File: src/rtl/board_eval.sv
// board_eval: reads an array of 64-word boards over the Avalon master, scores material per board
// from the side to move, and holds the best board index/score for the CPU on the Avalon slave.
//
// state      | meaning
// -----------+-------------------------------------------------------------
// ST_IDLE    | registers writable, result readable, waiting for start
// ST_RD_REQ  | master_read held with square address until waitrequest drops
// ST_RD_WAIT | waiting for readdatavalid, accumulate piece value
// ST_CMP     | apply colour sign, update best, advance to next board
module board_eval (
    input  logic        clk,
    input  logic        rst,
    output logic        slave_waitrequest,
    input  logic [3:0]  slave_address,
    input  logic        slave_read,
    output logic [31:0] slave_readdata,
    input  logic        slave_write,
    input  logic [31:0] slave_writedata,
    input  logic        master_waitrequest,
    output logic [31:0] master_address,
    output logic        master_read,
    input  logic [31:0] master_readdata,
    input  logic        master_readdatavalid,
    output logic        master_write,
    output logic [31:0] master_writedata
);

    localparam logic [1:0] ST_IDLE    = 2'd0;
    localparam logic [1:0] ST_RD_REQ  = 2'd1;
    localparam logic [1:0] ST_RD_WAIT = 2'd2;
    localparam logic [1:0] ST_CMP     = 2'd3;

    logic [1:0]         r_state;
    logic [31:0]        r_src;
    logic [7:0]         r_num_boards;
    logic               r_white;
    logic [7:0]         r_board;
    logic [5:0]         r_sq;
    logic signed [15:0] r_acc;
    logic [31:0]        r_best_idx;
    logic signed [15:0] r_best_score;

    logic [7:0]         w_code;
    logic [7:0]         w_mag;
    logic signed [15:0] w_piece;
    logic signed [15:0] w_acc_next;
    logic signed [15:0] w_score;
    logic               w_unused;

    // Only the low byte of a square carries the piece code; slave_read needs no qualification
    // because readdata is a pure function of the address.
    assign w_unused = ^{slave_read, master_readdata[31:8]};

    assign w_code = master_readdata[7:0];
    assign w_mag  = w_code[7] ? (~w_code + 8'd1) : w_code;

    always_comb begin
        w_piece = 16'sd0;
        case (w_mag)
            8'd1:    w_piece = 16'sd1;
            8'd2:    w_piece = 16'sd3;
            8'd3:    w_piece = 16'sd3;
            8'd4:    w_piece = 16'sd5;
            8'd5:    w_piece = 16'sd9;
            default: w_piece = 16'sd0;
        endcase
    end

    assign w_acc_next = w_code[7] ? (r_acc - w_piece) : (r_acc + w_piece);
    assign w_score    = r_white ? r_acc : -r_acc;

    assign slave_waitrequest = rst | (r_state != ST_IDLE);
    assign master_read       = (r_state == ST_RD_REQ);
    assign master_address    = (r_state == ST_RD_REQ) ? (r_src + {18'd0, r_board, r_sq}) : 32'd0;
    assign master_write      = 1'b0;
    assign master_writedata  = 32'd0;

    always_comb begin
        slave_readdata = 32'd0;
        case (slave_address)
            4'd0:    slave_readdata = r_best_idx;
            4'd4:    slave_readdata = {{16{r_best_score[15]}}, r_best_score};
            default: slave_readdata = 32'd0;
        endcase
    end

    always_ff @(posedge clk or posedge rst) begin
        if (rst) begin
            r_state      <= ST_IDLE;
            r_src        <= 32'd0;
            r_num_boards <= 8'd0;
            r_white      <= 1'b0;
            r_board      <= 8'd0;
            r_sq         <= 6'd0;
            r_acc        <= 16'sd0;
            r_best_idx   <= 32'd0;
            r_best_score <= 16'sd0;
        end else begin
            case (r_state)
                ST_IDLE: begin
                    if (slave_write) begin
                        case (slave_address)
                            4'd0: begin
                                r_board <= 8'd0;
                                r_sq    <= 6'd0;
                                r_acc   <= 16'sd0;
                                if (r_num_boards == 8'd0) begin
                                    r_best_idx   <= 32'hFFFF_FFFF;
                                    r_best_score <= 16'sd0;
                                end else begin
                                    r_best_idx   <= 32'd0;
                                    r_best_score <= 16'h8000;
                                    r_state      <= ST_RD_REQ;
                                end
                            end
                            4'd1:    r_src        <= slave_writedata;
                            4'd2:    r_num_boards <= slave_writedata[7:0];
                            4'd3:    r_white      <= (slave_writedata == 32'd1);
                            default: ;
                        endcase
                    end
                end
                ST_RD_REQ: begin
                    if (!master_waitrequest) begin
                        r_state <= ST_RD_WAIT;
                    end
                end
                ST_RD_WAIT: begin
                    if (master_readdatavalid) begin
                        r_acc <= w_acc_next;
                        if (r_sq == 6'd63) begin
                            r_state <= ST_CMP;
                        end else begin
                            r_sq    <= r_sq + 6'd1;
                            r_state <= ST_RD_REQ;
                        end
                    end
                end
                ST_CMP: begin
                    // Strictly greater keeps the lowest index on ties.
                    if (w_score > r_best_score) begin
                        r_best_score <= w_score;
                        r_best_idx   <= {24'd0, r_board};
                    end
                    r_acc <= 16'sd0;
                    r_sq  <= 6'd0;
                    if (r_board == (r_num_boards - 8'd1)) begin
                        r_state <= ST_IDLE;
                    end else begin
                        r_board <= r_board + 8'd1;
                        r_state <= ST_RD_REQ;
                    end
                end
                default: r_state <= ST_IDLE;
            endcase
        end
    end

endmodule

File: config.mk
export PLATFORM = sky130hd
export DESIGN_NAME = board_eval
export DESIGN_NICKNAME = d
export VERILOG_FILES = /design/src/rtl/board_eval.sv
export SDC_FILE = /design/constraint.sdc
export NUM_CORES = 1
export LEC_CHECK = 0
export BUFFER_PORTS_ARGS = -buffer_cell sky130_fd_sc_hd__buf_2
export CAP_MARGIN = 20
export CELL_PAD_IN_SITES_DETAIL_PLACEMENT = 1
export CELL_PAD_IN_SITES_GLOBAL_PLACEMENT = 1
export CORE_MARGIN = 4
export CORE_UTILIZATION = 41
export CTS_CLUSTER_DIAMETER = 40
export DETAILED_ROUTE_END_ITERATION = 8
export PLACE_DENSITY = 0.79
export SYNTH_ARGS = -nofsm -noshare
export SYNTH_HDL_FRONTEND = slang
export SYNTH_SLANG_ARGS = --single-unit
File: constraint.sdc
create_clock -name clk -period 4.8 [get_ports clk]
set_clock_uncertainty 0.2 [all_clocks]
set_input_delay 0.96 -clock clk [delete_from_list [all_inputs] [get_ports clk]]
set_output_delay 0.96 -clock clk [all_outputs]
set_load 0.02 [all_outputs]
======== Word-level counts from Yosys, hierarchy flattened ========
Index checks and enable logic that the tools add are counted.
word-level totals
  register bits ........................... 121
  bits in latches ......................... 0
  memory bits (writable) .................. 0
  bits in read-only memories .............. 0
  bits of input ports ..................... 74
  output and inout bits ................... 99
  logic and storage cells ................. 95
  memories kept ........................... 0
cells by class
  add/sub/neg operators ................... 8
  multiply operators ...................... 0
  div/mod/pow operators ................... 0
  magnitude comparators ................... 1
  equality and inequality tests ........... 23
  shifts and indexed selects .............. 0
  muxes and demuxes ....................... 37
  bitwise gates (word level) .............. 2
  reductions and logical operators ........ 15
operator list
  cell                                                   number
  two-way mux 32 bit                                     5
  two-way mux 16 bit                                     9
  case mux 32 bit (2 select lines)                       2
  case mux 16 bit (3 select lines)                       1
  adder 32 x 14 -> 32 bit                                1
  equality test 32 x 1 -> 1 bit (second input constant)  1
  two-way mux 8 bit                                      4
  case mux 16 bit (2 select lines)                       1
  two-way mux 6 bit                                      4
  case mux 6 bit (3 select lines)                        1
  adder 16 bit                                           1
  adder 8 x 1 -> 8 bit (second input constant)           2
  equality test 8 x 2 -> 1 bit (second input constant)   2
  equality test 8 x 3 -> 1 bit (second input constant)   2
  > comparator 16 bit                                    1
  negation 16 bit                                        1
  case mux 4 bit (4 select lines)                        1
  case mux 8 bit (2 select lines)                        1
  subtractor 16 bit                                      1
  != test 2 bit (second input constant)                  7
  two-way mux 2 bit                                      6
  AND reduction 4 bit                                    3
  AND reduction 5 bit                                    2
  AND reduction 3 bit                                    3
  21 further kinds                                       24

======== Depth between registers and ports, before layout ========
  word-level depth ........................ 10
  depth in mapped cells ................... 18

======== Least setup slack after synthesis ========
Ideal clock, no wire load.
  kind .................................... input to output
  start ................................... in rst
  end ..................................... out slave_waitrequest
  arrival ................................. 3.564 ns
  setup slack ............................. 0.076 ns
  stages on the path ...................... 2
  path buffers ............................ 0
  cell sequence ........................... inv_1 nand2_1
between the ends
  word-level cells in the longest chain between the ends .. 1
RTL lines
  what             RTL line  RTL
  start, declared  12        input logic rst,
  OR 1 bit         72        assign slave_waitrequest = rst | (r_state != ST_IDLE);
  end, declared    13        output logic slave_waitrequest,
Every way passes these cells.

======== Worst setup path in the final report ========
  start ................................... in master_readdata[0]
  end ..................................... reg r_acc[14]
between the ends
  word-level cells in the longest chain between the ends .. 10
RTL lines
  what                                               RTL line  RTL
  start, declared                                    22        input logic [31:0] master_readdata,
  inverter 8 bit                                     55        assign w_mag = w_code[7] ? (~w_code + 8'd1) : w_code;
  adder 8 x 1 -> 8 bit                               55
  two-way mux 8 bit *                                55
  equality test 8 x 2 -> 1 bit                       59        case (w_mag)
  OR reduction 2 bit (no source line)                -
  case mux 4 bit (4 select lines) *                  59
  adder 16 bit or subtractor 16 bit (tied branches)  69        assign w_acc_next = w_code[7] ? (r_acc - w_piece) : (r_acc + w_piece);
  two-way mux 16 bit *                               69
  two-way mux 16 bit *                               129       if (master_readdatavalid) begin
  case mux 16 bit (3 select lines) *                 99        case (r_state)
  end signal, assigned                               130       r_acc <= w_acc_next;
  end, declared                                      39        logic signed [15:0] r_acc;
Every way passes the cells marked *; elsewhere a longest branch is shown, timed or not. The select of a mux whose other input is x is not followed.
A chain may end at the register's enable or synchronous reset.

==> metrics.md <==
| Metric | Value |
|---|---|
| # hold bufs at CTS | `0` |
| Max Buffers Root-to-Sink | `2` |
| First-pass GRT wire length | `35700 um` |
| Starting Density | `42.2%` |
| DR iter-0 viols | `300` |
| Final Slew Violations | `0` |
| Routed wire length per instance | `17.6 um` |
| Seq/Total Area, Yosys | `31.9%` |
| Final period utilization | `94.1%` |
| Clock root cell | `clkbuf_16` |
| Hold Vio Cnt, Final | `0` |
| Area grow syn2layout | `12.3%` |
| Die Ht | `145 um` |
| Post-synth EDFFs | `0` |
| CP Capture Type | `flip-flop` |
| Share of cells above drive strength 1 | `21.4%` |
| Global route overflow | `0` |
| Final Worst Setup Slack | `0.284 ns` |
| Post-route cell area | `0.00863 mm^2` |
| WP data arrival | `4.58 ns` |
| TNS Setup | `0 ns` |
| Filler cells | `2203` |
| Nets | `1115` |
| Clk sinks | `98` |
| Synthesized cell area | `0.00768 mm^2` |
| Post-synth ARST share | `100%` |
| Antenna Nets Post-Route | `0` |
| Vias | `6762` |
| Primary FF master, synth | `dfrtp_1` |
| Final non-filler cell total | `1221` |
| Routed vias/inst | `5.54` |
| Least-Margin Pin Slew | `0.884 ns` |
| Setup Viol. Count Final | `0` |
| Hold Path Class | `flip-flop to flip-flop` |
| Routed wire length | `21400 um` |
| Post-Syn Area per Cell | `8.64 um^2` |
| Leakage power | `4.06 nW` |
| CP required | `4.87 ns` |
| Critical Path Fanout Max | `5` |
| Maximum VDD drop | `0.308 mV` |
| PD cells | `650 mW/mm^2` |
| Tmin final | `4.52 ns` |
| Ys Warns | `0` |
| DRC Markers | `0` |
| Dpl ws | `-0.0916 ns` |
| Die area | `0.0210 mm^2` |
| Largest net degree at the start of global routing | `72` |
| Worst Path Class, Setup | `input port to flip-flop` |
| CTS tree | `built` |
| All-Layer GR Usage | `20.5%` |
| Worst-Skew Late Latency | `0.36 ns` |
| Synth cell types | `73` |
| Dpl hpwl | `16700 um` |
| Max Cap Viol | `0` |
| H-tree levels | `3` |
| Number of CTS-inserted buffers | `9` |
| Max-Slew Margin vs Limit | `41.1%` |
| CTS clk-pin slew, worst paths | `0.06 ns` |
| DRT Pass-1 Iters | `4` |
| Post-Synthesis Cells | `889` |
| Gp weighted congestion | `0.852` |
| Core area | `0.0182 mm^2` |
| RSZ-0062 raised after global routing | `false` |
| FF+latch count, synth | `98` |
| Max frequency | `0.221 GHz` |
| Inst Count DP | `1204` |
| Initial antenna violation count | `1` |
| Startpoint types | `input port` |
| Setup Fix Bufs, Post-CTS | `0` |
| PostCTS Resize Cnt | `0` |
| Die X | `145 um` |
| Port Buf Inserts | `114` |
| Num ports | `173` |
| Site row count | `49` |
| Final Power | `5.61 mW` |
| Outcome | `finished clean` |
| Placed Instance Area | `0.00834 mm^2` |
| Vias in the first global route | `6910` |
[placed cells by master (no fill, tap or decap), types with 7 or more instances in the layout]
cell type	n
buf_2	114
dfrtp_1	98
nand2_1	77
nor2_1	74
a21oi_1	56
ha_1	53
o21ai_0	50
inv_1	49
mux2_2	44
nand3_1	37
xnor2_1	33
conb_1	33
xor2_1	26
nor4_1	20
buf_4	20
nand4_1	12
o31ai_1	11
nor3_1	10
a21o_1	10
or3_1	9
clkbuf_16	9
and2_1	8
nor2b_1	8
a22o_1	8
and3_1	7
a31oi_1	7
nand2b_1	7
[per-layer routing]
metal	up-vias	routed length [um]	global-route usage [%]
met3	28	715	2.12
met5	-	0	0
li1	3287	-	-
met4	0	492	8.08
met1	3336	9700	26.9
met2	111	10500	34.8
[metrics by stage]
step | hold slack, ns | utilization, %
final | 0.324 | 47.4
after global routing | 0.339 | 47.4
after CTS | 0.325 | 47.4
after detailed placement | 0.307 | 45.8
after global placement | 0.282 | 45.8
after floorplan | 0.269 | -
[area by class of cell]
type | count | area, um^2 | share of cell area (%)
tap | 229 | 287 | 3.32
sequential | 98 | 2450 | 28.4
timing repair buffer | 134 | 721 | 8.35
clock inverter | 6 | 57.6 | 0.667
clock buffer | 10 | 229 | 2.65
multi-input combinational | 693 | 4690 | 54.4
antenna | 1 | 2.50 | 0.0290
inverter | 50 | 190 | 2.20
[cells in the mapped netlist, types with 3 or more instances]
| master | instances | share of area, % |
|---|---|---|
| nor2b_1 | 8 | 0.65 |
| buf_2 | 3 | 0.20 |
| a21oi_1 | 56 | 3.6 |
| inv_1 | 50 | 2.4 |
| o22ai_1 | 3 | 0.24 |
| o21a_1 | 6 | 0.59 |
| nor2_1 | 74 | 3.6 |
| clkbuf_1 | 24 | 1.2 |
| nand2b_1 | 7 | 0.57 |
| nand4_1 | 12 | 0.98 |
| o21ai_0 | 50 | 3.3 |
| xor2_1 | 26 | 3.0 |
| nor3_1 | 11 | 0.72 |
| or3_1 | 9 | 0.73 |
| buf_4 | 49 | 4.8 |
| o21ai_1 | 5 | 0.33 |
| o211ai_1 | 3 | 0.29 |
| ha_1 | 53 | 8.6 |
| o31ai_1 | 12 | 1.2 |
| or2_2 | 3 | 0.24 |
| nand2_1 | 77 | 3.8 |
| nand3b_1 | 6 | 0.59 |
| nor3b_1 | 5 | 0.49 |
| mux2_2 | 44 | 6.4 |
| buf_1 | 3 | 0.15 |
| a22o_1 | 8 | 0.91 |
| xnor2_1 | 33 | 3.8 |
| and3_1 | 7 | 0.57 |
| and2_1 | 8 | 0.65 |
| a211oi_1 | 6 | 0.59 |
| nand3_1 | 37 | 2.4 |
| mux2i_1 | 4 | 0.52 |
| o21bai_1 | 3 | 0.29 |
| nor4_1 | 20 | 1.6 |
| a21o_1 | 10 | 0.98 |
| a31oi_1 | 7 | 0.57 |
| dfrtp_1 | 98 | 32 |
| or4_1 | 4 | 0.39 |
[worst max-delay path, cell delays in order]
cell	delay, ns
buf_2	0.12
inv_1	0.10
ha_1	0.26
mux2_2	0.36
a32o_1	0.28
o21a_1	0.10
o21ai_1	0.17
buf_4	0.16
inv_1	0.04
ha_1	0.20
fa_1	0.41
nor2b_1	0.19
o21ai_1	0.10
a21oi_1	0.23
nor2_1	0.07
o41ai_1	0.35
buf_4	0.20
nand4b_1	0.09
a32oi_1	0.19
[power breakdown]
part	switching [mW]	total [mW]	internal, mW
logic	1.90	3.29	1.39
registers	0.433	1.60	1.17
clock network	0.322	0.722	0.401
[state kept, by name, summed over array words and instances, names as in the netlist]
signal        count
r_acc            16
r_best_idx        9
r_best_score     16
r_board           8
r_num_boards      8
r_sq              6
r_src            32
r_state           2
r_white           1
[path summary, 6_finish.rpt]
check,slack (ns),endpoint,startpoint,depth (start not counted)
worst max-delay path,0.28,r_acc[14],master_readdata[0],19
worst min-delay path,0.32,r_best_idx[30],r_best_idx[30],2
worst max register to register,0.47,r_best_idx[3],r_acc[0],13
worst min register to register,0.32,r_best_idx[30],r_best_idx[30],2
max in group asynchronous,2.80,r_acc[1],rst,3
min in group asynchronous,0.39,r_src[20],rst,2
[kinds of logic (layout without fill, tap and decap cells)]
logic type | after synthesis | in the layout | synth area share (%)
simple gates | 300 | 300 | 19.6
compound gates | 198 | 198 | 16.7
buf+inv | 130 | 200 | 8.89
flops | 98 | 98 | 31.9
xor+xnor | 59 | 59 | 6.72
fa+ha+maj | 55 | 55 | 9.15
mux | 48 | 48 | 6.97
other cells | 1 | 34 | 0.0488
No activity file was read; power rests on OpenSTA's default activity.
